[config.mk]
export PLATFORM = sky130hd
export DESIGN_NAME = tusca_scheduler_flat
export DESIGN_NICKNAME = d
export VERILOG_FILES = /design/src/rtl/tusca_pkg.sv /design/src/rtl/tusca_scheduler_if.sv /design/src/rtl/tusca_scheduler_contador_m.sv /design/src/rtl/tusca_scheduler.sv /design/src/flat_wrapper.sv
export SDC_FILE = /design/constraint.sdc
export NUM_CORES = 1
export LEC_CHECK = 0
export BUFFER_PORTS_ARGS = -buffer_cell sky130_fd_sc_hd__buf_2
export CAP_MARGIN = 30
export CORE_MARGIN = 5
export CORE_UTILIZATION = 30
export DETAILED_ROUTE_END_ITERATION = 12
export PLACE_DENSITY = 0.45
export SYNTH_ARGS = -nofsm -noshare
export SYNTH_HDL_FRONTEND = slang
export SYNTH_SLANG_ARGS = --single-unit
export TNS_END_PERCENT = 20
[constraint.sdc]
create_clock -name clock -period 2.99 [get_ports clock]
set_clock_uncertainty 0.2 [all_clocks]
set_input_delay 0.4485 -clock clock [delete_from_list [all_inputs] [get_ports clock]]
set_output_delay 0.4485 -clock clock [all_outputs]
set_load 0.05 [all_outputs]
[src/rtl/tusca_pkg.sv]
// Shared state encodings, widths and default timing for the DHT11 scheduler.
// Latency: n/a (declarations only).
// Backpressure: n/a.
package tusca_pkg;

    localparam int unsigned PERIODO_DELAY_DEF  = 100_000_000;
    localparam int unsigned TIMEOUT_MEDIDA_DEF = 5_000_000;
    localparam int unsigned MAX_RETRIES_DEF    = 3;

    localparam int ESTADO_W = 4;
    localparam int RETRY_W  = 2;

    localparam logic [ESTADO_W-1:0] INICIAL       = 4'd0;
    localparam logic [ESTADO_W-1:0] CONFIG        = 4'd1;
    localparam logic [ESTADO_W-1:0] MEDIR         = 4'd2;
    localparam logic [ESTADO_W-1:0] ESPERA_MEDIDA = 4'd3;
    localparam logic [ESTADO_W-1:0] TRANSMITE     = 4'd4;
    localparam logic [ESTADO_W-1:0] ESPERA_TX     = 4'd5;
    localparam logic [ESTADO_W-1:0] DELAY         = 4'd6;
    localparam logic [ESTADO_W-1:0] FALHA         = 4'd7;

    // Command pulses captured together so start/definir_config priority is decided on aligned copies.
    typedef struct packed {
        logic start;
        logic definir_config;
    } cmd_t;

    function automatic int cnt_width(input int unsigned m);
        return (m > 1) ? $clog2(m) : 1;
    endfunction

endpackage

[src/rtl/tusca_scheduler_if.sv]
// Control/status bundle between the scheduler and the sensor, config and TX blocks.
// Latency: n/a (wires only).
// Backpressure: none; every strobe is a single-cycle pulse.
interface tusca_scheduler_if;

    logic start;
    logic definir_config;
    logic pronto_medida;
    logic erro_medida;
    logic pronto_config;
    logic pronto_transmissao;

    logic medir_dht11;
    logic receber_config;
    logic transmite_medida;
    logic falha_medida;
    logic [tusca_pkg::ESTADO_W-1:0] db_estado;
    logic [tusca_pkg::RETRY_W-1:0]  db_retries;

    modport master (
        input  start, definir_config, pronto_medida, erro_medida, pronto_config, pronto_transmissao,
        output medir_dht11, receber_config, transmite_medida, falha_medida, db_estado, db_retries
    );

    modport slave (
        output start, definir_config, pronto_medida, erro_medida, pronto_config, pronto_transmissao,
        input  medir_dht11, receber_config, transmite_medida, falha_medida, db_estado, db_retries
    );

endinterface

[src/rtl/tusca_scheduler_contador_m.sv]
// Up-counter with clear (zera), enable (conta) and terminal flag (fim at M-1).
// Latency: fim reflects the registered count, one cycle after the enabling edge.
// Backpressure: none; holds at M-1 instead of wrapping.
module contador_m #(
    parameter int unsigned M = 16,
    parameter int          W = tusca_pkg::cnt_width(M)
) (
    input  logic clock,
    input  logic reset,
    input  logic zera,
    input  logic conta,
    output logic fim
);

    localparam logic [W-1:0] ULTIMO = W'(M - 1);

    logic [W-1:0] valor;

    always_ff @(posedge clock or negedge reset) begin
        if (!reset) begin
            valor <= '0;
        end else if (zera) begin
            valor <= '0;
        end else if (conta && valor != ULTIMO) begin
            valor <= valor + W'(1);
        end
    end

    assign fim = (valor == ULTIMO);

endmodule

[src/rtl/tusca_scheduler.sv]
// Periodic DHT11 measure/transmit sequencer with retries, failure flag and config window.
// Latency: start pulse at cycle N gives medir_dht11 at N+2 (command pulses are registered once).
// Backpressure: none; waits indefinitely for pronto_config/pronto_transmissao, bounded wait on the sensor.
module tusca_scheduler
    import tusca_pkg::*;
#(
    parameter int unsigned PERIODO_DELAY  = PERIODO_DELAY_DEF,
    parameter int unsigned TIMEOUT_MEDIDA = TIMEOUT_MEDIDA_DEF,
    parameter int unsigned MAX_RETRIES    = MAX_RETRIES_DEF
) (
    input  logic               clock,
    input  logic               reset,
    tusca_scheduler_if.master  bus
);

    localparam logic [RETRY_W-1:0] RETRY_MAX = RETRY_W'(MAX_RETRIES);

    logic [ESTADO_W-1:0] estado, estado_prox;
    logic [RETRY_W-1:0]  retries, retries_prox;
    logic                ativo, ativo_prox;
    logic                pendente, pendente_prox;
    logic                falha, falha_prox;
    cmd_t                cmd_q;
    logic                timeout_fim;
    logic                delay_fim;

    always_ff @(posedge clock or negedge reset) begin
        if (!reset) begin
            estado   <= INICIAL;
            retries  <= '0;
            ativo    <= 1'b0;
            pendente <= 1'b0;
            falha    <= 1'b0;
            cmd_q    <= '0;
        end else begin
            estado   <= estado_prox;
            retries  <= retries_prox;
            ativo    <= ativo_prox;
            pendente <= pendente_prox;
            falha    <= falha_prox;
            cmd_q    <= '{start: bus.start, definir_config: bus.definir_config};
        end
    end

    always_comb begin
        estado_prox   = estado;
        retries_prox  = retries;
        ativo_prox    = ativo;
        pendente_prox = pendente;
        falha_prox    = falha;

        // A config request that cannot be served right now is parked until the next DELAY.
        if (cmd_q.definir_config && estado != INICIAL && estado != DELAY) begin
            pendente_prox = 1'b1;
        end

        case (estado)
            INICIAL: begin
                if (cmd_q.definir_config) begin
                    estado_prox = CONFIG;
                end else if (cmd_q.start) begin
                    estado_prox = MEDIR;
                    ativo_prox  = 1'b1;
                end
            end
            CONFIG: begin
                if (bus.pronto_config) begin
                    estado_prox = ativo ? DELAY : INICIAL;
                end
            end
            MEDIR: estado_prox = ESPERA_MEDIDA;
            ESPERA_MEDIDA: begin
                if (bus.pronto_medida && !bus.erro_medida) begin
                    estado_prox  = TRANSMITE;
                    retries_prox = '0;
                    falha_prox   = 1'b0;
                end else if (bus.erro_medida || timeout_fim) begin
                    if (retries < RETRY_MAX) begin
                        estado_prox  = MEDIR;
                        retries_prox = retries + RETRY_W'(1);
                    end else begin
                        estado_prox = FALHA;
                    end
                end
            end
            TRANSMITE: estado_prox = ESPERA_TX;
            ESPERA_TX: begin
                if (bus.pronto_transmissao) begin
                    estado_prox = DELAY;
                end
            end
            DELAY: begin
                if (pendente || cmd_q.definir_config) begin
                    estado_prox   = CONFIG;
                    pendente_prox = 1'b0;
                end else if (delay_fim) begin
                    estado_prox = MEDIR;
                end
            end
            FALHA: begin
                estado_prox  = DELAY;
                falha_prox   = 1'b1;
                retries_prox = '0;
            end
            default: estado_prox = INICIAL;
        endcase
    end

    // Both counters sit at zero outside their own state, so each visit starts counting from 0.
    contador_m #(.M(TIMEOUT_MEDIDA)) u_timeout (
        .clock (clock),
        .reset (reset),
        .zera  (estado != ESPERA_MEDIDA),
        .conta (estado == ESPERA_MEDIDA),
        .fim   (timeout_fim)
    );

    contador_m #(.M(PERIODO_DELAY)) u_delay (
        .clock (clock),
        .reset (reset),
        .zera  (estado != DELAY),
        .conta (estado == DELAY),
        .fim   (delay_fim)
    );

    assign bus.medir_dht11      = (estado == MEDIR);
    assign bus.receber_config   = (estado == CONFIG);
    assign bus.transmite_medida = (estado == TRANSMITE);
    assign bus.falha_medida     = falha;
    assign bus.db_estado        = estado;
    assign bus.db_retries       = retries;

endmodule

[src/flat_wrapper.sv]
// flat-port wrapper written by rule: the top's interface ports become plain ports
module tusca_scheduler_flat import tusca_pkg::*;
#(
    parameter int unsigned PERIODO_DELAY  = PERIODO_DELAY_DEF,
    parameter int unsigned TIMEOUT_MEDIDA = TIMEOUT_MEDIDA_DEF,
    parameter int unsigned MAX_RETRIES    = MAX_RETRIES_DEF
)
  (clock, reset, bus_start, bus_definir_config, bus_pronto_medida, bus_erro_medida, bus_pronto_config, bus_pronto_transmissao, bus_medir_dht11, bus_receber_config, bus_transmite_medida, bus_falha_medida, bus_db_estado, bus_db_retries);
  tusca_scheduler_if bus_i ();
  input  logic clock;
  input  logic reset;
  input wire logic [$bits(bus_i.start)-1:0] bus_start;
  input wire logic [$bits(bus_i.definir_config)-1:0] bus_definir_config;
  input wire logic [$bits(bus_i.pronto_medida)-1:0] bus_pronto_medida;
  input wire logic [$bits(bus_i.erro_medida)-1:0] bus_erro_medida;
  input wire logic [$bits(bus_i.pronto_config)-1:0] bus_pronto_config;
  input wire logic [$bits(bus_i.pronto_transmissao)-1:0] bus_pronto_transmissao;
  output wire logic [$bits(bus_i.medir_dht11)-1:0] bus_medir_dht11;
  output wire logic [$bits(bus_i.receber_config)-1:0] bus_receber_config;
  output wire logic [$bits(bus_i.transmite_medida)-1:0] bus_transmite_medida;
  output wire logic [$bits(bus_i.falha_medida)-1:0] bus_falha_medida;
  output wire logic [$bits(bus_i.db_estado)-1:0] bus_db_estado;
  output wire logic [$bits(bus_i.db_retries)-1:0] bus_db_retries;
  assign bus_i.start = bus_start;
  assign bus_i.definir_config = bus_definir_config;
  assign bus_i.pronto_medida = bus_pronto_medida;
  assign bus_i.erro_medida = bus_erro_medida;
  assign bus_i.pronto_config = bus_pronto_config;
  assign bus_i.pronto_transmissao = bus_pronto_transmissao;
  assign bus_medir_dht11 = bus_i.medir_dht11;
  assign bus_receber_config = bus_i.receber_config;
  assign bus_transmite_medida = bus_i.transmite_medida;
  assign bus_falha_medida = bus_i.falha_medida;
  assign bus_db_estado = bus_i.db_estado;
  assign bus_db_retries = bus_i.db_retries;
  tusca_scheduler #(.PERIODO_DELAY(PERIODO_DELAY), .TIMEOUT_MEDIDA(TIMEOUT_MEDIDA), .MAX_RETRIES(MAX_RETRIES)) u_core (.clock(clock), .reset(reset), .bus(bus_i));
endmodule
Word level (Yosys, flattened, before mapping)
Cells that the tools add are included.

Output and inout port bits: 10. Register bits after elaboration: 61.

Reductions and logical operators: 17. Bitwise logic cells: 1. Add/subtract/negate cells: 3. Equal/unequal tests: 20. Muxes and demuxes: 24. Magnitude comparators: 1.

Operators with widths (number): $mux W27 (2); $mux W23 (2); $mux W4 (8); $pmux W4 S8 (1); $add A27 B1 Y27 const B (1); $eq A27 B27 Y1 const B (1); $ne A27 B27 Y1 const B (1); $add A23 B1 Y23 const B (1); $eq A23 B23 Y1 const B (1); $ne A23 B23 Y1 const B (1); $eq A4 B3 Y1 const B (4); $ne A3 B1 Y1 const B (4); $eq A4 B2 Y1 const B (2); $mux W2 (3); $mux W3 (2); $reduce_and A3 Y1 (2); $reduce_bool A2 Y1 (3); $logic_and A1 B1 Y1 (5); $reduce_and A5 Y1 (1); $eq A4 B1 Y1 const B (1); $logic_not A4 Y1 (1); $mux W1 (4); $ne A2 B2 Y1 const B (2); $ne A4 B2 Y1 const B (1); other kinds (11) (12).

Depth between registers and ports, before layout
Gate-level depths: netlist of the first run.

Depth after elaboration: 6. Depth in mapped cells: 7.

Cells and area by module
A second synthesis of the first run with hierarchy kept.

Cells, all modules: 366. Area total of the unflattened synthesis: 3465.8 µm².

By module, submodules not included: contador_m (u_core.u_delay) (seq. area each 675.6 µm², area each 1584.0 µm², cells an instance 168, times used 1); contador_m (u_core.u_timeout) (seq. area each 575.6 µm², area each 1263.7 µm², cells an instance 129, times used 1); tusca_scheduler (seq. area each 250.2 µm², area each 618.1 µm², cells an instance 69, times used 1).

Least setup slack after synthesis of the first run
OpenSTA, ideal clock, no wires.

Path kind: register -> output. From: register u_core.estado[1], in the netlist u_core.bus.db_estado[1]. To: output bus_medir_dht11. Stages on the path, launching flop included: 4. Arrival: 2203 ps. Required time: 2342 ps. Setup slack: 138 ps. Buffers on the path: 1. Cells stage by stage: dfrtp_1 -> clkbuf_1 -> inv_1 -> nor3_1.

Word-level cells in the longest chain between the ends: 1.

Ends and longest elaborated chain: start: declaration (line tusca_scheduler.sv:18) `logic [ESTADO_W-1:0] estado, estado_prox;`; start signal: assignment (line tusca_scheduler.sv:36) `estado <= estado_prox;`; $eq A4 B2 Y1 (line tusca_scheduler.sv:126) `assign bus.medir_dht11 = (estado == MEDIR);`; end: declaration (line flat_wrapper.sv:18) `output wire logic [$bits(bus_i.medir_dht11)-1:0] bus_medir_dht11;`.

No other way between the ends.

Final worst setup path of the first run
From: register u_core.u_delay.valor[9]. To: register u_core.estado[0], in the netlist u_core.bus.db_estado[0].

Word-level cells in the longest chain between the ends: 3.

Ends and longest elaborated chain: start: declaration (line tusca_scheduler_contador_m.sv:17) `logic [W-1:0] valor;`; start signal: assignment (line tusca_scheduler_contador_m.sv:25) `valor <= valor + W'(1);`; $eq A27 B27 Y1 (line tusca_scheduler_contador_m.sv:29) `assign fim = (valor == ULTIMO);`; $ne A3 B1 Y1 (no source line); $reduce_and A5 Y1 (no source line).

No other way between the ends. A chain may end at the register's enable or synchronous reset.

==> results of run 1 <==
-- registers in the layout, summed over array words and instances, names as in the netlist --
name,count
u_core.pendente,1
u_core.bus.db_retries,2
u_core.cmd_q,2
u_core.u_timeout.valor,23
u_core.ativo,1
u_core.bus.falha_medida,1
u_core.u_delay.valor,27
u_core.bus.db_estado,3
-- logic make-up (layout without fill, tap and decap cells) --
kind of cell	Yosys count	in the layout	synth area share, %
compound gates	45	45	9.78
xor+xnor	39	39	10.6
fa+ha+maj	3	3	1.17
buf+inv	22	43	2.73
flops	60	60	46.8
mux	2	2	0.624
other cells	1	1	0.117
simple gates	166	166	28.2
-- worst max-delay path by stage --
stage	from	to	slack [ns]	cells after the start
after floorplan	u_core.bus.db_estado[1]	bus_medir_dht11	0.14	3
after global placement	u_core.u_delay.valor[12]	u_core.bus.db_estado[0]	0.79	5
after detailed placement	u_core.u_delay.valor[9]	u_core.bus.db_estado[0]	0.75	5
after CTS	u_core.u_delay.valor[9]	u_core.bus.db_estado[0]	0.72	5
after global routing	u_core.bus.db_estado[1]	bus_medir_dht11	0.56	3
final	u_core.u_delay.valor[9]	u_core.bus.db_estado[0]	0.73	5
-- final cells by class --
class / instances / area, sq um / area share (%)
well taps: 136 / 170 / 4.72
inverters: 9 / 33.8 / 0.936
flip-flops and latches: 60 / 1500 / 41.6
clock inverters: 3 / 15.0 / 0.416
repair buffers: 20 / 125 / 3.47
clock buffers: 11 / 141 / 3.92
multi-input cells: 256 / 1620 / 44.9
-- cell usage after synthesis (2+ instances only) --
cell and instances:
xor2_1 22, o2111ai_1 2, nor2b_1 3, o2bb2ai_1 2, nor4_2 2, nor3_2 4
xnor2_1 17, nor3_1 10, or3_1 4, nand2_1 24, nor2_1 54, a21oi_1 16
a211oi_1 3, dfrtp_1 60, inv_1 9, or4_1 8, and4_1 4, o31ai_1 3
clkbuf_1 11, o21ai_0 8, and2_1 4, and3_1 6, ha_1 3, mux2i_1 2
nand3_1 19, nand4_1 9
-- worst register-to-register path: cells and delay by family (launching register included) --
family / cells / cell delay, ns
and+or+nand+nor: 3 / 1.13
DFF: 1 / 0.45
AOI/OAI and AO/OA: 2 / 0.36
-- per-layer routing --
metal | wire, um | global-route usage [%] | part of all wire, %
met1 | 3210 | 14.4 | 48
met2 | 3230 | 17.7 | 48
met3 | 203 | 3.66 | 3.0
met4 | 45 | 2.40 | 0.67
met5 | 0 | 0 | 0
-- power by group --
part / internal [mW] / switching [mW] / leakage (nW)
Combinational: 0.194 / 0.485 / 0.517
Clock: 0.310 / 0.295 / 0.0848
Sequential: 0.880 / 0.115 / 0.815
-- placed cells by master, fill, tap and decap left out, drive strengths merged, types with 2 or more instances in the layout --
cell type | synthesis | final
and3 | 6 | 6
buf | 2 | 19
and2 | 5 | 5
nor2 | 55 | 55
a31oi | 2 | 2
xnor2 | 17 | 17
and4 | 4 | 4
nand4 | 10 | 10
nor3 | 14 | 14
o2bb2ai | 2 | 2
clkbuf | 11 | 11
clkinv | 0 | 3
inv | 9 | 9
a211oi | 3 | 3
nor2b | 3 | 3
a21oi | 16 | 16
o2111ai | 2 | 2
dfrtp | 60 | 60
nand2 | 25 | 25
xor2 | 22 | 22
nand3 | 20 | 20
or4b | 2 | 2
nor4 | 4 | 4
o31ai | 3 | 3
or4 | 8 | 8
mux2i | 2 | 2
o21ai | 9 | 9
ha | 3 | 3
or2 | 2 | 2
or3 | 4 | 4
-- repair_timing --
item                      in CTS  in global routing
resized for setup              0                  0
hold endpoints to repair      60                  0
hold buffers                   1                  0
==> results.txt, run 1 <==
* Max-slew violation total from the final report: 0
- CP Data Required Time: 2.99 ns
* Worst slack at placement: 0.747 ns
- CTS saw 60 sinks.
* Top Family by Delay on Critical Path: simple AND/OR/NAND/NOR gates
- Entering global routing, the biggest net connects 61 pins.
* Number of standard cells in the final layout excluding fillers: 495
- Number of setup buffers added after CTS: 0
- Std-Cell Core Area: 10400 sq um
- After routing the design area is 3610 sq um.
* Power density cells: 631 nW/um^2
- Tmin final: 2.26 ns
- Transition time at the pin with the least slew margin: 0.572 ns
- Total wirelength of the detailed-routed design: 6.68 mm
- The number of antenna violations at the first check in global routing was 0.
- TritonCTS built the clock tree.
- Grt total ovfl: 0
* Core Rows: 37
* Static leakage: 1.42 nW
- Fillcell total: 1080
- Mapped Nets: 349
* Number of remaining DRC errors: 0
- Setup repair after global routing left no endpoint under its margin.
- Post-synth ARST share: 100%
* Number of hold-slack violations in the final timing report: 0
- Counting the buffers created by CTS gives 9.
* First DRT Iteration DRCs: 96
* Final count of negative-setup-slack endpoints: 0
* Finished Core Util: 34.8%
* Source-to-sink clock delay at the later pin of the worst-skew pair: 0.33 ns
- Vias in the first global route: 2365
- Count of warnings emitted by yosys: 0
* Clock slew seen by the registers of the worst setup and hold paths: 0.06 ns
- The setup check on the worst reg-to-reg path leaves a slack of 0.73 ns.
* Die Ht: 113 um
* Classification of the worst-slack hold path: in -> reg
* Post-synthesis sequential element count: 60
- Crit-path cells: or4_1, nor4_4, nand2_4, a31oi_4, o221ai_2
- The worst-case IR drop observed on VDD is 0.000246 V.
- On the final layout, the worst hold slack is 0.0195 ns.
* Hold Path Stages: 1
* Share of the clock period used by the worst path: 75.5%
- Number of enable-type register cells in the synthesized netlist: 0
- IO Count: 18
- Beginning of the worst register-to-register path: u_core.u_delay.valor[9]
* Global-route wire length before repair: 11.5 mm
- Instance area at placement: 3440 sq um
* Critical-path top delay cell: or4_1
- For this run, the post-layout net count is 367.
* Library cell with the largest summed area after synthesis: dfrtp_1
- After routing, the total negative slack on setup checks comes to 0 ns.
- Synth area leaders: dfrtp_1 (47%), nor2_1 (6.3%), xor2_1 (6.0%), xnor2_1 (4.6%), nand3_1 (3.0%)
- Distinct cells, synth: 55
- Of all nets on the critical path, the largest fanout is 6.
* Max H-tree Level: 3
* HPWL after detailed placement: 4.49 mm
- Logic depth of the worst register-to-register path: 5
- Endpoint of the most critical register-to-register path: u_core.bus.db_estado[0]
- Number of nets with antenna violations after routing: 0
- Overall die area: 12900 sq um
- Wirelength per Cell: 13.5 um
- Via-to-Cell Ratio: 4.91
- Maximum buffer depth of the clock tree: 2
* Routability Congestion: 0.762
- The first TritonRoute pass finished after 4 iterations.
- Share of layout cells above drive strength 1: 13.6%
- Post-synthesis instance total: 338
* Synthesized area divided by synthesized cell count: 9.50 sq um
* Most used flip-flop cell after synthesis: dfrtp_1
* Worst setup margin: 0.732 ns
- Sequential cells were found to cover 46.8% of the synthesized design area.
* Area Growth Syn to Fin: 12.4%
- Clock root buffer: clkbuf_8
- Cell total after placement: 480
- For this run, the top clock speed supported by timing is 443 MHz.
* Effective utilization at floorplan: 31.0%
* Diodes inserted: 0
* Overall via count from detail_route: 2429
- Area of the mapped netlist: 3210 sq um
- Die span in x: 113 um
- In the global route stage, overall resource usage came out at 11.0%.
- The critical path contains buffers and inverters numbering 0 combined.
* Critical path's largest stage delay: 0.57 ns
- STA classifies the critical path startpoint as a flip-flop.
- Kind of critical path: reg -> reg
- Top-area cell type share of the netlist area: 46.8%
* Outcome: completed
* Worst path arrival time: 2.26 ns
* Critical Path End Type: flip-flop
- The tool flagged a number of max-cap violations equal to 0.
- Worst max-slew margin expressed relative to the limit: 61.5%
- The worst hold path begins at bus_definir_config.
- # port buffers: 16
- Total design power: 2.28 mW
* Capture endpoint of the worst hold path: u_core.cmd_q[0]
Power figures use the tool's default switching activity.
==> run 2: changes to the inputs <==
--- a/config.mk
+++ b/config.mk
@@ -10,7 +10,7 @@
 export CORE_MARGIN = 5
 export CORE_UTILIZATION = 30
 export DETAILED_ROUTE_END_ITERATION = 12
-export PLACE_DENSITY = 0.45
+export PLACE_DENSITY = 0.47
 export SYNTH_ARGS = -nofsm -noshare
 export SYNTH_HDL_FRONTEND = slang
 export SYNTH_SLANG_ARGS = --single-unit
==> constraint.sdc (replaced) <==
create_clock -name clock -period 1.9 [get_ports clock]
set_clock_uncertainty 0.2 [all_clocks]
set_input_delay 0.285 -clock clock [delete_from_list [all_inputs] [get_ports clock]]
set_output_delay 0.285 -clock clock [all_outputs]
set_load 0.05 [all_outputs]
==> run 2 against run 1 <==
  * The run now ends with negative setup slack left
  * Via count up 13%
  * Highest routed layer unchanged
  * Hold slack better by 0.14 ns
  * Worst setup slack worse by 0.91 ns
  * Critical endpoint unchanged
  * First-iteration DRC count up 16%
==> results.txt, run 2 (same netlist as run 1, synthesis figures left out) <==
- The worst setup path is launched from a flip-flop.
- Sinks on Clock Net: 60 (unchanged)
* CTS tree: built
- Overall die area: 12900 sq um (unchanged)
- The total routing usage reported by global routing was 13.0% (+2.1 points).
* Beginning of the worst register-to-register path: u_core.u_delay.valor[17]
* Crit-path cells: or4_4, nor4_4, buf_4, nand2_4, a31oi_4, o221ai_2
- Power density cells: 901 nW/um^2 (+43%)
- CP Data Required Time: 1.91 ns (-1.08 ns)
- The number of DRC markers in iteration 0 is 111 (+16%).
* Total wirelength of the detailed-routed design: 7.71 mm (+15%)
- The final setup slack of the worst path came to -0.177 ns (-0.909 ns).
* Fillcell total: 1058 (-2.0%)
- Share of the clock period used by the worst path: 109% (+34 points)
- Source-to-sink clock delay at the later pin of the worst-skew pair: 0.35 ns (+0.02 ns)
- The horizontal die dimension came to 113 um (unchanged).
* Share of layout cells above drive strength 1: 35.0% (+21 points)
- The routed wire length per instance was 13.6 um (+0.75%).
- Final count of negative-setup-slack endpoints: 32 (+32)
- The count of max-cap constraint violations came to 0 (unchanged).
- Diodes inserted: 0 (unchanged)
- Outcome: finished with violations
* IO Count: 18 (unchanged)
- The DRC violation count after routing was 0 (unchanged).
- Largest register by flop count: u_core.u_delay.valor
* Number of buffers created by CTS: 9 (unchanged)
- The total of buffers placed on input and output ports was 16 (unchanged).
- The initial core utilization was 31.0% (unchanged).
- Crit Path Max Fanout: 6 (unchanged)
* Grt total ovfl: 0 (unchanged)
- Total design power: 3.91 mW (+71%)
- The half-perimeter wire length after placement was 5.34 mm (+19%).
- The level count of the clock H-tree is 3 (unchanged).
* Routability Congestion: 0.790 (+3.6%)
- The final critical-path required period is 2.08 ns (-0.181 ns).
* Most common cell after layout, fill and taps aside: buf_4
- Violated checks: negative setup slack
- Number of hold-slack violations in the final timing report: 0 (unchanged)
- The number of nets in the finished design is 437 (+19%).
- The area of the core region is 10400 sq um (unchanged).
- Max-slew violation total from the final report: 0 (unchanged)
- Number of nets with antenna violations after routing: 0 (unchanged)
- The data arrival time of the critical path is 2.09 ns (-0.17 ns).
* Pin count of the biggest net entering global routing: 47 (-23%)
* Highest clock frequency the design can meet: 482 MHz (+8.7%)
- The static leakage power was 1.81 nW (+28%).
- Critical-path top delay cell: or4_4
* Worst Hold Slack: 0.158 ns (+0.138 ns)
- Area used by sequential logic in the layout: 1510 sq um (+0.33%)
* Classification of the worst-slack hold path: in -> reg
- The worst setup path is captured at a flip-flop.
- The area taken by multi-input logic gates is 1790 sq um (+10%).
* Die Ht: 113 um (unchanged)
- The library cells used most frequently in the layout, excluding fill and tap cells, are buf_4 (70), dfrtp_1 (56), nor2_1 (52).
- The tree is rooted in a clkbuf_8.
* Unrepaired setup endpoints after global routing: true
- The via count of the first global-routing pass came to 2849 (+20%).
* Antenna violations before repair: 0 (unchanged)
* Overall via count from detail_route: 2752 (+13%)
* Launch point of the worst path: u_core.u_delay.valor[17]
* Global-route wire length before repair: 13.5 mm (+17%)
- Highest ir drop seen on vdd: 0.000446 V (+81%)
- Core Rows: 37 (unchanged)
* First-pass iteration count of the detailed router: 4 (unchanged)
- Hold path startpoint: bus_erro_medida
* Kind of critical path: reg -> reg
- Via-to-Cell Ratio: 4.85 (-1.1%)
- Critical path's largest stage delay: 0.54 ns (-0.03 ns)
- Clock slew seen by the registers of the worst setup and hold paths: 0.07 ns (about the same)
- From synthesis to final layout, the design area changed by 35.0%.
* Number of flip-flops under the largest register name: 27 (unchanged)
* Maximum buffer depth of the clock tree: 2 (unchanged)
[run 2: cell types whose count changed in the layout (fill, tap and decap cells not counted), sizes merged]
cell,change
clkinv,-1
clkbuf,+3
buf,+68
dlygate4sd3,+2
[run 2: metal layers]
metal	GRT usage, %	up-vias	wire length, um
li1	-	1355	-
met1	16.8	1359	3700
met2	20.9	30	3680
met3	4.51	8	242
met4	3.61	0	82
met5	0	-	0
[run 2: worst paths after layout]
kind | to | slack [ns] | cells past startpoint
max in group asynchronous | u_core.bus.db_estado[0] | 0.66 | 3
hold / removal | u_core.bus.db_estado[2] | 0.16 | 4
min in group asynchronous | u_core.bus.db_retries[1] | 0.21 | 2
setup / recovery | u_core.bus.db_estado[0] | -0.18 | 6
hold reg to reg | u_core.ativo | 0.26 | 1
setup reg to reg | u_core.bus.db_estado[0] | -0.18 | 6
[run 2: layout make-up]
class | count | share of cell area (%)
Multi-Input combinational cell | 256 | 41.2
Sequential cell | 60 | 34.7
Timing Repair Buffer | 90 | 15.6
Tap cell | 136 | 3.92
Clock buffer | 14 | 3.52
Inverter | 9 | 0.779
Clock inverter | 2 | 0.231
[run 2: per-stage QoR]
step           setup TNS (ns)  setup WS [ns]  util, %  instance area, sq um  cells
3_3_place_gp            -2.69         -0.155     38.0                  3950    542
5_1_grt                 -6.23         -0.279     41.8                  4340    567
6_report                -2.00         -0.177     41.8                  4340    567
4_1_cts                 -1.99         -0.179     41.1                  4260    566
2_1_floorplan           -2.37         -0.176        -                  3250    338
3_5_place_dp            -3.95         -0.256     38.0                  3950    542
[run 2: report_power, final]
part	switching [mW]	internal [mW]	total [mW]
registers	0.139	1.39	1.53
clock network	0.491	0.507	0.998
logic	0.914	0.464	1.38
[run 2: worst max-delay path, delay by kind of cell, from the launching register on]
family / cells / cell delay [ns]
AND/OR/NAND/NOR: 3 / 0.88
buffers and inverters: 1 / 0.19
flip-flops: 1 / 0.38
AO/OA/AOI/OAI: 2 / 0.29
[run 2: what timing repair did]
item	in CTS	in global routing
hold buffers	3	0
buffers inserted	5	1
pin swaps	9	12
resized for setup	23	15
endpoints found under the setup margin	35	47
endpoints found under the hold margin	16	0
